### src/rtl/writeback_unit.sv
// Writeback stage: merges single-cycle ALU results and buffered long-latency
// (LSU / multicycle) results onto one registered register-file write port,
// and keeps a busy scoreboard of destinations owned by in-flight long ops.
//
// Handshake: an LSU result transfers on a rising edge where lsu_valid_i and
// lsu_ready_o are both 1. lsu_ready_o depends only on reset_i and the buffer
// fill level, never on lsu_valid_i. The ALU path has no handshake: a result
// is taken every cycle alu_valid_i is 1 and always wins the write port.
module writeback_unit #(
   parameter int LSU_FIFO_DEPTH = 2
) (
   input  logic        clk_i,
   input  logic        reset_i,
   input  logic        alu_valid_i,
   input  logic [4:0]  alu_rd_i,
   input  logic [31:0] alu_data_i,
   input  logic        lsu_valid_i,
   output logic        lsu_ready_o,
   input  logic [4:0]  lsu_rd_i,
   input  logic [31:0] lsu_data_i,
   input  logic        issue_valid_i,
   input  logic [4:0]  issue_rd_i,
   input  logic [4:0]  busy_query_1_i,
   input  logic [4:0]  busy_query_2_i,
   output logic        busy_1_o,
   output logic        busy_2_o,
   output logic [4:0]  write_register_o,
   output logic [31:0] write_back_data_o,
   output logic        ctrl_write_back_o,
   output logic        scoreboard_err_o
);

   localparam int PTR_W = $clog2(LSU_FIFO_DEPTH);
   localparam int CNT_W = PTR_W + 1;

   // Long-latency result buffer (circular, power-of-two depth so pointers wrap naturally)
   logic [4:0]       r_fifo_rd   [LSU_FIFO_DEPTH];
   logic [31:0]      r_fifo_data [LSU_FIFO_DEPTH];
   logic [PTR_W-1:0] r_wr_ptr;
   logic [PTR_W-1:0] r_rd_ptr;
   logic [CNT_W-1:0] r_count;

   logic [31:0]      r_busy;
   logic             r_err;
   logic             r_ctrl;
   logic [4:0]       r_wreg;
   logic [31:0]      r_wdata;

   logic             w_full;
   logic             w_push;
   logic             w_pop;
   logic [4:0]       w_head_rd;
   logic [31:0]      w_head_data;
   logic [31:0]      w_set_mask;
   logic [31:0]      w_clr_mask;
   logic [31:0]      w_busy_next;
   logic             w_issue_err;
   logic             w_pop_err;

   assign w_full      = (r_count == CNT_W'(LSU_FIFO_DEPTH));
   assign lsu_ready_o = !reset_i && !w_full;
   assign w_push      = lsu_valid_i && lsu_ready_o;
   // The head only drains in cycles the ALU leaves the write port free; no bypass
   assign w_pop       = (r_count != '0) && !alu_valid_i;
   assign w_head_rd   = r_fifo_rd[r_rd_ptr];
   assign w_head_data = r_fifo_data[r_rd_ptr];

   // Set wins over clear on the same bit; bit 0 is never busy
   assign w_set_mask  = (issue_valid_i && (issue_rd_i != 5'd0)) ? (32'd1 << issue_rd_i) : 32'd0;
   assign w_clr_mask  = (w_pop && (w_head_rd != 5'd0)) ? (32'd1 << w_head_rd) : 32'd0;
   assign w_busy_next = ((r_busy & ~w_clr_mask) | w_set_mask) & ~32'd1;

   // Errors are judged against the busy state before this edge's update
   assign w_issue_err = issue_valid_i && (issue_rd_i != 5'd0) && r_busy[issue_rd_i];
   assign w_pop_err   = w_pop && (w_head_rd != 5'd0) && !r_busy[w_head_rd];

   assign busy_1_o          = r_busy[busy_query_1_i];
   assign busy_2_o          = r_busy[busy_query_2_i];
   assign write_register_o  = r_wreg;
   assign write_back_data_o = r_wdata;
   assign ctrl_write_back_o = r_ctrl;
   assign scoreboard_err_o  = r_err;

   // Buffer storage: written on accepted LSU results, contents need no reset
   always_ff @(posedge clk_i) begin
      if (w_push) begin
         r_fifo_rd[r_wr_ptr]   <= lsu_rd_i;
         r_fifo_data[r_wr_ptr] <= lsu_data_i;
      end
   end

   // Buffer pointers and fill count
   always_ff @(posedge clk_i) begin
      if (reset_i) begin
         r_wr_ptr <= '0;
         r_rd_ptr <= '0;
         r_count  <= '0;
      end else begin
         if (w_push) r_wr_ptr <= r_wr_ptr + 1'b1;
         if (w_pop)  r_rd_ptr <= r_rd_ptr + 1'b1;
         case ({w_push, w_pop})
            2'b10:   r_count <= r_count + 1'b1;
            2'b01:   r_count <= r_count - 1'b1;
            default: r_count <= r_count;
         endcase
      end
   end

   // Scoreboard busy vector and sticky protocol-error flag
   always_ff @(posedge clk_i) begin
      if (reset_i) begin
         r_busy <= '0;
         r_err  <= 1'b0;
      end else begin
         r_busy <= w_busy_next;
         if (w_issue_err || w_pop_err) r_err <= 1'b1;
      end
   end

   // Registered write port: ALU first, then buffer head; rd 0 consumes without writing
   always_ff @(posedge clk_i) begin
      if (reset_i) begin
         r_ctrl  <= 1'b0;
         r_wreg  <= 5'd0;
         r_wdata <= 32'd0;
      end else if (alu_valid_i) begin
         r_ctrl <= (alu_rd_i != 5'd0);
         if (alu_rd_i != 5'd0) begin
            r_wreg  <= alu_rd_i;
            r_wdata <= alu_data_i;
         end
      end else if (w_pop) begin
         r_ctrl <= (w_head_rd != 5'd0);
         if (w_head_rd != 5'd0) begin
            r_wreg  <= w_head_rd;
            r_wdata <= w_head_data;
         end
      end else begin
         r_ctrl <= 1'b0;
      end
   end

endmodule

### config.mk
export PLATFORM = sky130hd
export DESIGN_NAME = writeback_unit
export DESIGN_NICKNAME = d
export VERILOG_FILES = /design/src/rtl/writeback_unit.sv
export SDC_FILE = /design/constraint.sdc
export NUM_CORES = 1
export LEC_CHECK = 0
export BUFFER_PORTS_ARGS = -buffer_cell sky130_fd_sc_hd__buf_4
export CORE_MARGIN = 3
export CORE_UTILIZATION = 37
export DETAILED_ROUTE_END_ITERATION = 7
export SYNTH_ARGS = -nofsm -noshare
export SYNTH_HDL_FRONTEND = slang
export SYNTH_SLANG_ARGS = --single-unit
### constraint.sdc
create_clock -name clk_i -period 6.05 [get_ports clk_i]
set_input_delay 0.605 -clock clk_i [delete_from_list [all_inputs] [get_ports clk_i]]
set_output_delay 0.605 -clock clk_i [all_outputs]
set_load 0.05 [all_outputs]
==> results, run 1 <==
- The maximum ir drop on the vdd rail is roughly 0.00019 V.
- Power spread over the standard cell area amounts to ~340 nW/um^2.
- The worst pin sits at a relative slew slack of 0.376.
- The die is about 140 um tall.
- The count of hold buffers inserted by post-cts repair is 0.
- The number of DRC markers after the initial detailed-route iteration is 448.
- Across the run, the number of max-cap violations was 0.
- The clock share of power is 0.348.
- In the final layout, the share of cells above drive strength 1 is 0.254.
- 0 antenna diodes ended up in the layout.
- The reported leakage power is ~3.3 nW.
- Data arrives at the worst endpoint at around 3600 ps.
- The critical hold path startpoint is lsu_data_i[5].
- The region available for standard cell placement spans about 19000 um^2.
- Internal power comes to ~2.1 mW.
- The DRC violation count after routing is 0.
- The floorplan step defined a die boundary enclosing ~21000 um^2.
- In the layout the commonest cells are sky130_fd_sc_hd__buf_4 (138), sky130_fd_sc_hd__nor2_1 (135), sky130_fd_sc_hd__a21oi_1 (111).
- After synthesis, the netlist uses 47 different library cells.
- For hold timing, the worst endpoint is r_fifo_data[1][5].
- The number of nets handed over by synthesis was 788.
- The fraction of synthesis flops using an asynchronous set or reset pin is 0.
- The library cell used most frequently in the layout, excluding fill and tap cells, is sky130_fd_sc_hd__buf_4.
- Yosys printed 0 warnings.
- Dividing the final minimum period by the clock period gives 0.553.
- The core utilization of the finished layout is 0.471.
- The flip-flop and latch count after synthesis is around 150.
- The sink count of the clock tree is ~150.
- Setup violations remaining at the end of the flow were counted as 0.
- In this run the critical register-to-register path is captured at write_back_data_o[26].
- The final layout net count is about 900.
- Setup repair after global routing left no endpoint under its margin.
- For the worst-skew pair, the clock arrives at the later sink with an insertion delay of between 400 and 500 ps.
- The global-route usage over all layers is 0.186.
- 136 I/O pins were placed.
- At the pin with the least slew margin, the transition time is approximately 940 ps.
- The setup TNS is 0 ps.
- The multi-input logic area is ~3200 um^2.
- The count of nets left with antenna violations once routing finished came out at 0.
- In this run the worst hold path is classified as in -> reg.
- The first global-routing pass estimated roughly 30000 um of wire.
- After detailed routing, the average wire length per cell comes to 18.0 um.
- The routed length on met2 is 8710 um.
- The routed design uses around 1600 um of met3 wire.
- For this configuration, the core starts out at a cell density of 0.379.
- The total overflow left after global routing is 0.
- The uppermost metal layer occupied by signal nets is met4.
- The overall die width is 145 um.
- The level count of the clock H-tree is 4.
- The worst setup path is of the reg -> reg kind.
- The area growth from synthesis to final layout is 24.4%.
- The post-synthesis average cell area is slightly above 10 um^2.
- The leading register cell type out of synthesis is sky130_fd_sc_hd__dfxtp_1.
- The clock-pin slew of the registers on the worst-case setup and hold paths is 60 ps.
- The final clock skew is 6.79 ps.
- The post-synthesis cell area is between 7000 and 8000 um^2.
- For this block, wires on met1 add up to between 8000 and 9000 um.
- The capturing element type of the critical path is a register.
- The setup slack of the worst register-to-register path is 2700 ps.
- The biggest fanout along the worst timing path is 72.
- After detailed routing, the total wire length is approximately 19000 um.
- The count of buffers added by post-CTS timing repair for setup is 0.
- The flow ran to the end, and the final reports show no timing, DRC or antenna violations.
- The net switching power of the design is roughly 0.94 mW.
- The global placement routability congestion is between 0.8 and 0.9.
- The pin count of the biggest net entering global routing is 78.
- The fraction of power consumed by combinational cells is 0.247.
- The number of rows in the core area is 50.
- Along the worst hold path, the cell count comes to 1.
- The number of global-route vias before repair came to about 5600.
- Port buffering added between 100 and 150 buffers.
- The number of instances resized during post-cts repair is 0.
- Summing over every cut layer, the via total after detailed routing is about 5700.
- Counting the buffers created by CTS gives 17.
- The maximum clock rate is between 0.2 and 0.3 GHz.
- The switching portion of total power is 0.310.
- In the synthesized netlist, the number of instances is about 690.
- The final period demand of the worst path is between 3000 and 4000 ps.
- Data on the critical path is required at its endpoint by around 6300 ps.
- The number of fill cells in the layout is around 1800.
- For the worst flop-to-flop path, the logic depth is 8.
- For this run, the register share of the synthesized area comes to 0.524.
- The worst-case clock buffer depth is 2.
- Registers take 3720 um^2.
- The initial antenna violation count is 0.
- In this run the clock root is driven by a sky130_fd_sc_hd__clkbuf_16.
- The max-slew violation count is 0.
- The TritonCTS clock tree is built.
- The number of enable-type register cells in the synthesized netlist is 74.
- The detailed-placement wirelength estimate is between 10000 and 15000 um.
- The share of total power dissipated in sequential elements is 0.405.
- For this run, the detailed router's first-pass iteration total came to 5.
- The kind of start point of the critical path is a register.
- The number of hold violations in the final report is 0.
- Using the TritonRoute via totals, the vias-per-cell ratio works out to roughly 5.4.
-- power by group through the flow --
stage / Combinational, mW / Clock [mW] / Sequential [mW]
after floorplan: 0.443 / 0 / 1.34
after global placement: 0.749 / 0 / 1.25
after detailed placement: 0.752 / 0 / 1.25
after CTS: 0.757 / 1.08 / 1.23
after global routing: 0.825 / 1.12 / 1.25
final: 0.752 / 1.06 / 1.23
-- synth_stat cells, types with 4 or more instances --
| library cell | n | area (um^2) |
|---|---|---|
| sky130_fd_sc_hd__o21ai_0 | 38 | 190 |
| sky130_fd_sc_hd__nand3b_1 | 5 | 37.5 |
| sky130_fd_sc_hd__mux2i_1 | 46 | 460 |
| sky130_fd_sc_hd__a21oi_1 | 111 | 556 |
| sky130_fd_sc_hd__buf_4 | 5 | 37.5 |
| sky130_fd_sc_hd__nor2b_1 | 8 | 50.1 |
| sky130_fd_sc_hd__mux2_2 | 8 | 90.1 |
| sky130_fd_sc_hd__mux4_2 | 26 | 586 |
| sky130_fd_sc_hd__nand2_1 | 53 | 199 |
| sky130_fd_sc_hd__buf_2 | 14 | 70.1 |
| sky130_fd_sc_hd__nand2b_1 | 4 | 25.0 |
| sky130_fd_sc_hd__inv_1 | 5 | 18.8 |
| sky130_fd_sc_hd__nor2_1 | 136 | 510 |
| sky130_fd_sc_hd__edfxtp_1 | 74 | 2220 |
| sky130_fd_sc_hd__dfxtp_1 | 75 | 1500 |
| sky130_fd_sc_hd__nor3_1 | 5 | 25.0 |
| sky130_fd_sc_hd__nand3_1 | 7 | 35.0 |
| sky130_fd_sc_hd__clkbuf_1 | 22 | 82.6 |
-- how the worst max path moves through the flow --
stage / to / cells past startpoint / startpoint
floorplan: r_fifo_data[0][0] / 3 / reset_i
global placement: write_back_data_o[3] / 8 / register
global route: write_back_data_o[8] / 8 / register
finish: write_back_data_o[26] / 8 / register
CTS: write_back_data_o[11] / 8 / register
detailed placement: write_back_data_o[26] / 8 / register
-- stage by stage --
stage | setup slack (ps) | instance area, um^2 | cells | hold slack, ps | power [mW]
floorplan | 2330 | 7110 | 693 | 472 | 1.78
global placement | 2720 | 8250 | 1021 | 468 | 2.00
detailed placement | 2680 | 8250 | 1021 | 476 | 2.00
CTS | 2650 | 8840 | 1053 | 349 | 3.07
global route | 2300 | 8840 | 1053 | 346 | 3.19
finish | 2700 | 8840 | 1053 | 366 | 3.04
-- final cells by class --
type / instances / share of cell area
well taps: 234 / 0.0331
multi-input cells: 495 / 0.359
inverters: 5 / 0.00212
flip-flops and latches: 149 / 0.421
repair buffers: 138 / 0.117
clock inverters: 10 / 0.0147
clock buffers: 22 / 0.0525
-- critical path, cell delays in order (launching register included) --
cell and delay (ps):
sky130_fd_sc_hd__dfxtp_2 870, sky130_fd_sc_hd__buf_4 550, sky130_fd_sc_hd__mux2i_2 450, sky130_fd_sc_hd__o2111ai_1 230, sky130_fd_sc_hd__a22oi_2 170, sky130_fd_sc_hd__buf_4 590, sky130_fd_sc_hd__nor2_1 120, sky130_fd_sc_hd__a21oi_1 140
sky130_fd_sc_hd__nor2_1 60
-- layer usage --
layer  global-route usage  vias up
met5                    0        -
li1                     -     2741
met2                0.287      204
met4               0.0579        0
met3               0.0678       21
met1                0.246     2742
-- cells by family after synthesis --
family | Yosys count | synth area share
simple gates | 232 | 0.137
buf+inv | 49 | 0.0310
xor+xnor | 4 | 0.00493
compound gates | 176 | 0.138
flops | 149 | 0.524
fa+ha+maj | 1 | 0.00176
mux | 82 | 0.164
-- sequential cells by signal, indices dropped and copies added (netlist names), named ones only --
| signal | count |
|---|---|
| write_back_data_o | 32 |
| r_wr_ptr | 1 |
| r_count | 2 |
| write_register_o | 5 |
| r_fifo_rd | 10 |
| ctrl_write_back_o | 1 |
| r_busy | 31 |
| r_fifo_data | 64 |
| r_rd_ptr | 1 |
| scoreboard_err_o | 1 |
(Power assumes the default switching activity.)
==> run 2: changes to the inputs <==
--- a/config.mk
+++ b/config.mk
@@ -5,6 +5,7 @@
 export SDC_FILE = /design/constraint.sdc
 export NUM_CORES = 1
 export LEC_CHECK = 0
+export ABC_AREA = 1
 export BUFFER_PORTS_ARGS = -buffer_cell sky130_fd_sc_hd__buf_4
 export CORE_MARGIN = 3
 export CORE_UTILIZATION = 37
==> constraint.sdc (replaced) <==
create_clock -name clk_i -period 2.69 [get_ports clk_i]
set_input_delay 0.269 -clock clk_i [delete_from_list [all_inputs] [get_ports clk_i]]
set_output_delay 0.269 -clock clk_i [all_outputs]
set_load 0.05 [all_outputs]
==> results, run 2 <==
- The maximum clock rate is about 0.41 GHz.
- In this run the most used layer during global routing was met2.
- The post-layout worst setup margin is between 200 and 300 ps.
- In the final routed layout, each cell accounts on average for 16.4 um.
- Grouping stages by cell kind, the critical path spends the most delay in buffers and inverters.
- Of the post-synthesis cell area, the dominant cell type holds 0.306.
- For this run, design rule violations remaining after detail routing come to 0.
- The net switching power of the design is approximately 1.8 mW.
- The max-cap check violation count is 0.
- For met3 alone, demand over resource in global routing was 0.0605.
- Along the worst hold path, the cell count comes to 1.
- Setup violations remaining at the end of the flow were counted as 0.
- VDD sags by at most ~0.00045 V.
- Pin placement for this block handled 136 I/O pins.
- Yosys mapped a number of flops with a built-in enable equal to 74.
- The overall die width is 146 um.
- The cell count after synthesis is ~890.
- The max-slew violation count was 0.
- The cell at the root of the clock tree is sky130_fd_sc_hd__clkbuf_16.
- Setup repair after global routing left no endpoint under its margin.
- Wires add up to 21000 um.
- The setup TNS is 0 ps.
- The number of global-route vias before repair came to slightly above 6000.
- The region available for standard cell placement spans ~19000 um^2.
- The share of total power dissipated in the clock network is 0.363.
- The post-placement setup slack is about 240 ps.
- The number of clock buffers added by TritonCTS is 17.
- The wire length of the first global-routing pass is 33000 um.
- The signal on the critical path passes through inv_2 > or2_4 > o21ai_4 > inv_4 > o21ai_2 > nand2_2 > inv_2 > buf_4 > nand2_1 > a21oi_1.
- The top cell types in the final layout, fill and taps aside, are sky130_fd_sc_hd__nand2_1 (265), sky130_fd_sc_hd__buf_4 (149), sky130_fd_sc_hd__nand3_1 (81).
- Relative to the synthesized area, the layout overhead comes to 24.0%.
- Along the worst path, the maximum fanout reaches 38.
- The most used flip-flop cell after synthesis is sky130_fd_sc_hd__dfxtp_1.
- The number of fill cells in the layout is 1897.
- The count of cell types in the netlist is 35.
- The initial antenna violation count is 0.
- The total internal power is about 4.2 mW.
- The sequential share of power is 0.434.
- The worst-case clock buffer depth is 2.
- The number of antenna diodes in the final layout is 0.
- For this configuration, the core starts out at a cell density of 0.382.
- In the synthesized netlist, the cells that appear most often are sky130_fd_sc_hd__nand2_1 (265), sky130_fd_sc_hd__nand3_1 (81), sky130_fd_sc_hd__dfxtp_1 (75).
- The setup slack of the worst register-to-register path is about 260 ps.
- Synthesis inferred between 100 and 150 register bits.
- Counting stages on the worst path, the most repeated cell is sky130_fd_sc_hd__inv_2.
- Data arrives at the worst endpoint at between 2000 and 3000 ps.
- Of the synthesized area, sequential elements account for 0.512.
- In this run the mean area of a mapped cell was slightly above 8 um^2.
- Of the total power, the share spent switching nets is 0.303.
- The register name with the most flops is r_fifo_data.
- The total overflow left after global routing is 0.
- The maximum cell stage delay along the critical path is around 540 ps.
- The type of the worst setup path is reg -> reg.
- Port buffering added 135 buffers.
- The startpoint identified for the worst hold timing path is lsu_data_i[9].
- The power density relative to cell area is between 600 and 700 nW/um^2.
- The routed layout has ~6500 vias.
- The number of instances resized during post-cts repair is 0.
- After the last flow step, the layout net total stands at 1103.
- For this run, the total global-route usage over all layers was measured as 0.195.
- The final clock skew is between 6 and 7 ps.
- After clock tree synthesis, the flow added hold-fix buffers numbering 0.
- The post-synthesis cell type with the largest combined area is sky130_fd_sc_hd__edfxtp_1.
- The die height is ~150 um.
- The flip-flop count of the largest register after layout is 64.
- The pin slew with the least headroom to its limit is roughly 930 ps.
- The number of rows in the core area is 50.
- The synthesized netlist net count is 986.
- The post-route standard cell area excluding fillers is between 9000 and 10000 um^2.
- The run finished with clean final reports.
- Together, buffers and inverters on the worst path number 4.
- Clock-pin slew was measured on the worst setup and hold paths at about 60 ps.
- The Yosys step of the flow raised 0 warnings.
- The pre-antenna-repair detailed-routing pass consisted of 5 iterations.
- The kind of start point of the critical path is a register.
- The worst setup path is captured at a register.
- The type of the most critical hold path is in -> reg.
- The placed instance area is 8460 um^2.
- The fraction of synthesis flops using an asynchronous set or reset pin is 0.
- The path with the worst hold slack has its endpoint at r_fifo_data[0][9].
- The relative slew slack is 0.381.
- The multi-input logic area is 3130 um^2.
- For this run, global-route usage on met1 was measured as 0.260.
- For this design the static power due to leakage is ~3.5 nW.
- Of the available clock period, the critical path in the final layout requires 0.902.
- The number of hold violations in the final report came to 0.
- The level count of the clock H-tree is 4.
- Entering global routing, the biggest net connects 76 pins.
- Data on the critical path is required at its endpoint by 3030 ps.
- CTS saw roughly 150 sinks.
- Of the total power, combinational logic draws 0.203.
- The routing usage on met2 is 0.301.
- The worst register-to-register path ends at write_back_data_o[5].
- The routed via count divided by cell count is about 5.1.
- The source-to-sink clock delay at the later pin of the worst-skew pair is around 420 ps.
- The count of buffers added by post-CTS timing repair for setup is 0.
- By area the synthesized netlist is led by sky130_fd_sc_hd__edfxtp_1 (31%), sky130_fd_sc_hd__dfxtp_1 (21%), sky130_fd_sc_hd__nand2_1 (14%), sky130_fd_sc_hd__nand3_1 (5.6%), sky130_fd_sc_hd__o21ai_0 (4.9%).
- The global placement routability congestion is around 0.9.
- The post-synthesis cell area is ~7300 um^2.
- On the critical path, the stage with the largest delay is an instance of sky130_fd_sc_hd__dfxtp_1.
- The first routing iteration left between 400 and 500 violations.
- TritonCTS built the clock tree.
- sky130_fd_sc_hd__nand2_1 is the most common cell in the netlist.
- Leaving out fill and tap cells, the most frequent cell in the layout is sky130_fd_sc_hd__nand2_1.
- Detailed placement ended at an HPWL of 14300 um.
- The remaining number of nets flagged by the antenna check after routing is 0.
- The worst reg-to-reg path cell count is 10.
- In the final layout, the share of cells above drive strength 1 is 0.225.
- The final period demand of the worst path is about 2400 ps.
- Summing all flip-flop and latch instances after layout gives between 3000 and 4000 um^2.
- The die footprint is between 20000 and 25000 um^2.
[run 2: cell types whose count changed after synthesis, moves of 11 or more]
cell	previous run	this run
sky130_fd_sc_hd__clkbuf_1	22	39
sky130_fd_sc_hd__mux2i_1	46	0
sky130_fd_sc_hd__o21ai_0	38	71
sky130_fd_sc_hd__a21oi_1	111	60
sky130_fd_sc_hd__nor2_1	136	58
sky130_fd_sc_hd__o211ai_1	0	35
sky130_fd_sc_hd__nand2_2	0	21
sky130_fd_sc_hd__inv_1	5	37
sky130_fd_sc_hd__a21oi_2	0	20
sky130_fd_sc_hd__buf_2	14	3
sky130_fd_sc_hd__nand3_1	7	81
sky130_fd_sc_hd__mux4_2	26	0
sky130_fd_sc_hd__nand2_1	53	265
[run 2: area by class of cell]
type | count | area share
clock buffer | 22 | 0.0528
multi-input combinational | 649 | 0.348
inverter | 42 | 0.0178
sequential | 149 | 0.413
clock inverter | 10 | 0.00806
tap | 260 | 0.0361
timing repair buffer | 149 | 0.124
[run 2: layer usage]
layer	vias to the layer above	wire [um]
met5	-	0
met4	0	594
met3	42	1730
met2	265	9460
met1	2957	9210
li1	3283	-
[run 2: metrics by stage]
step | cells | hold slack, ps | utilization | power [mW]
6_report | 1281 | 23.8 | 0.474 | 6.00
5_1_grt | 1281 | 4.21 | 0.474 | 6.29
4_1_cts | 1281 | 7.00 | 0.474 | 6.06
3_5_place_dp | 1249 | 456 | 0.445 | 3.88
3_3_place_gp | 1249 | 448 | 0.445 | 3.87
2_1_floorplan | 891 | 368 | - | 3.47
[run 2: how the worst max path moves through the flow]
stage | to | startpoint | cells after the start
2_1_floorplan | r_fifo_data[1][0] | r_count[0] | 4
3_3_place_gp | write_back_data_o[9] | register | 10
3_5_place_dp | write_back_data_o[4] | register | 10
4_1_cts | write_back_data_o[5] | register | 10
5_1_grt | write_back_data_o[1] | register | 10
6_report | write_back_data_o[5] | register | 10
[run 2: power groups by stage]
| stage | Sequential [mW] | Clock (mW) | Combinational [mW] |
|---|---|---|---|
| global placement | 2.65 | 0 | 1.22 |
| CTS | 2.60 | 2.22 | 1.23 |
| detailed placement | 2.65 | 0 | 1.23 |
| floorplan | 2.85 | 0 | 0.622 |
| finish | 2.60 | 2.18 | 1.22 |
| global route | 2.61 | 2.34 | 1.34 |
[run 2: cell families (layout without fill, tap and decap cells)]
kind of cell	Yosys count	in the layout	synth area share
compound gates	206	206	0.172
fa+ha+maj	1	1	0.00172
buf+inv	93	223	0.0585
flops	149	149	0.512
simple gates	442	442	0.255
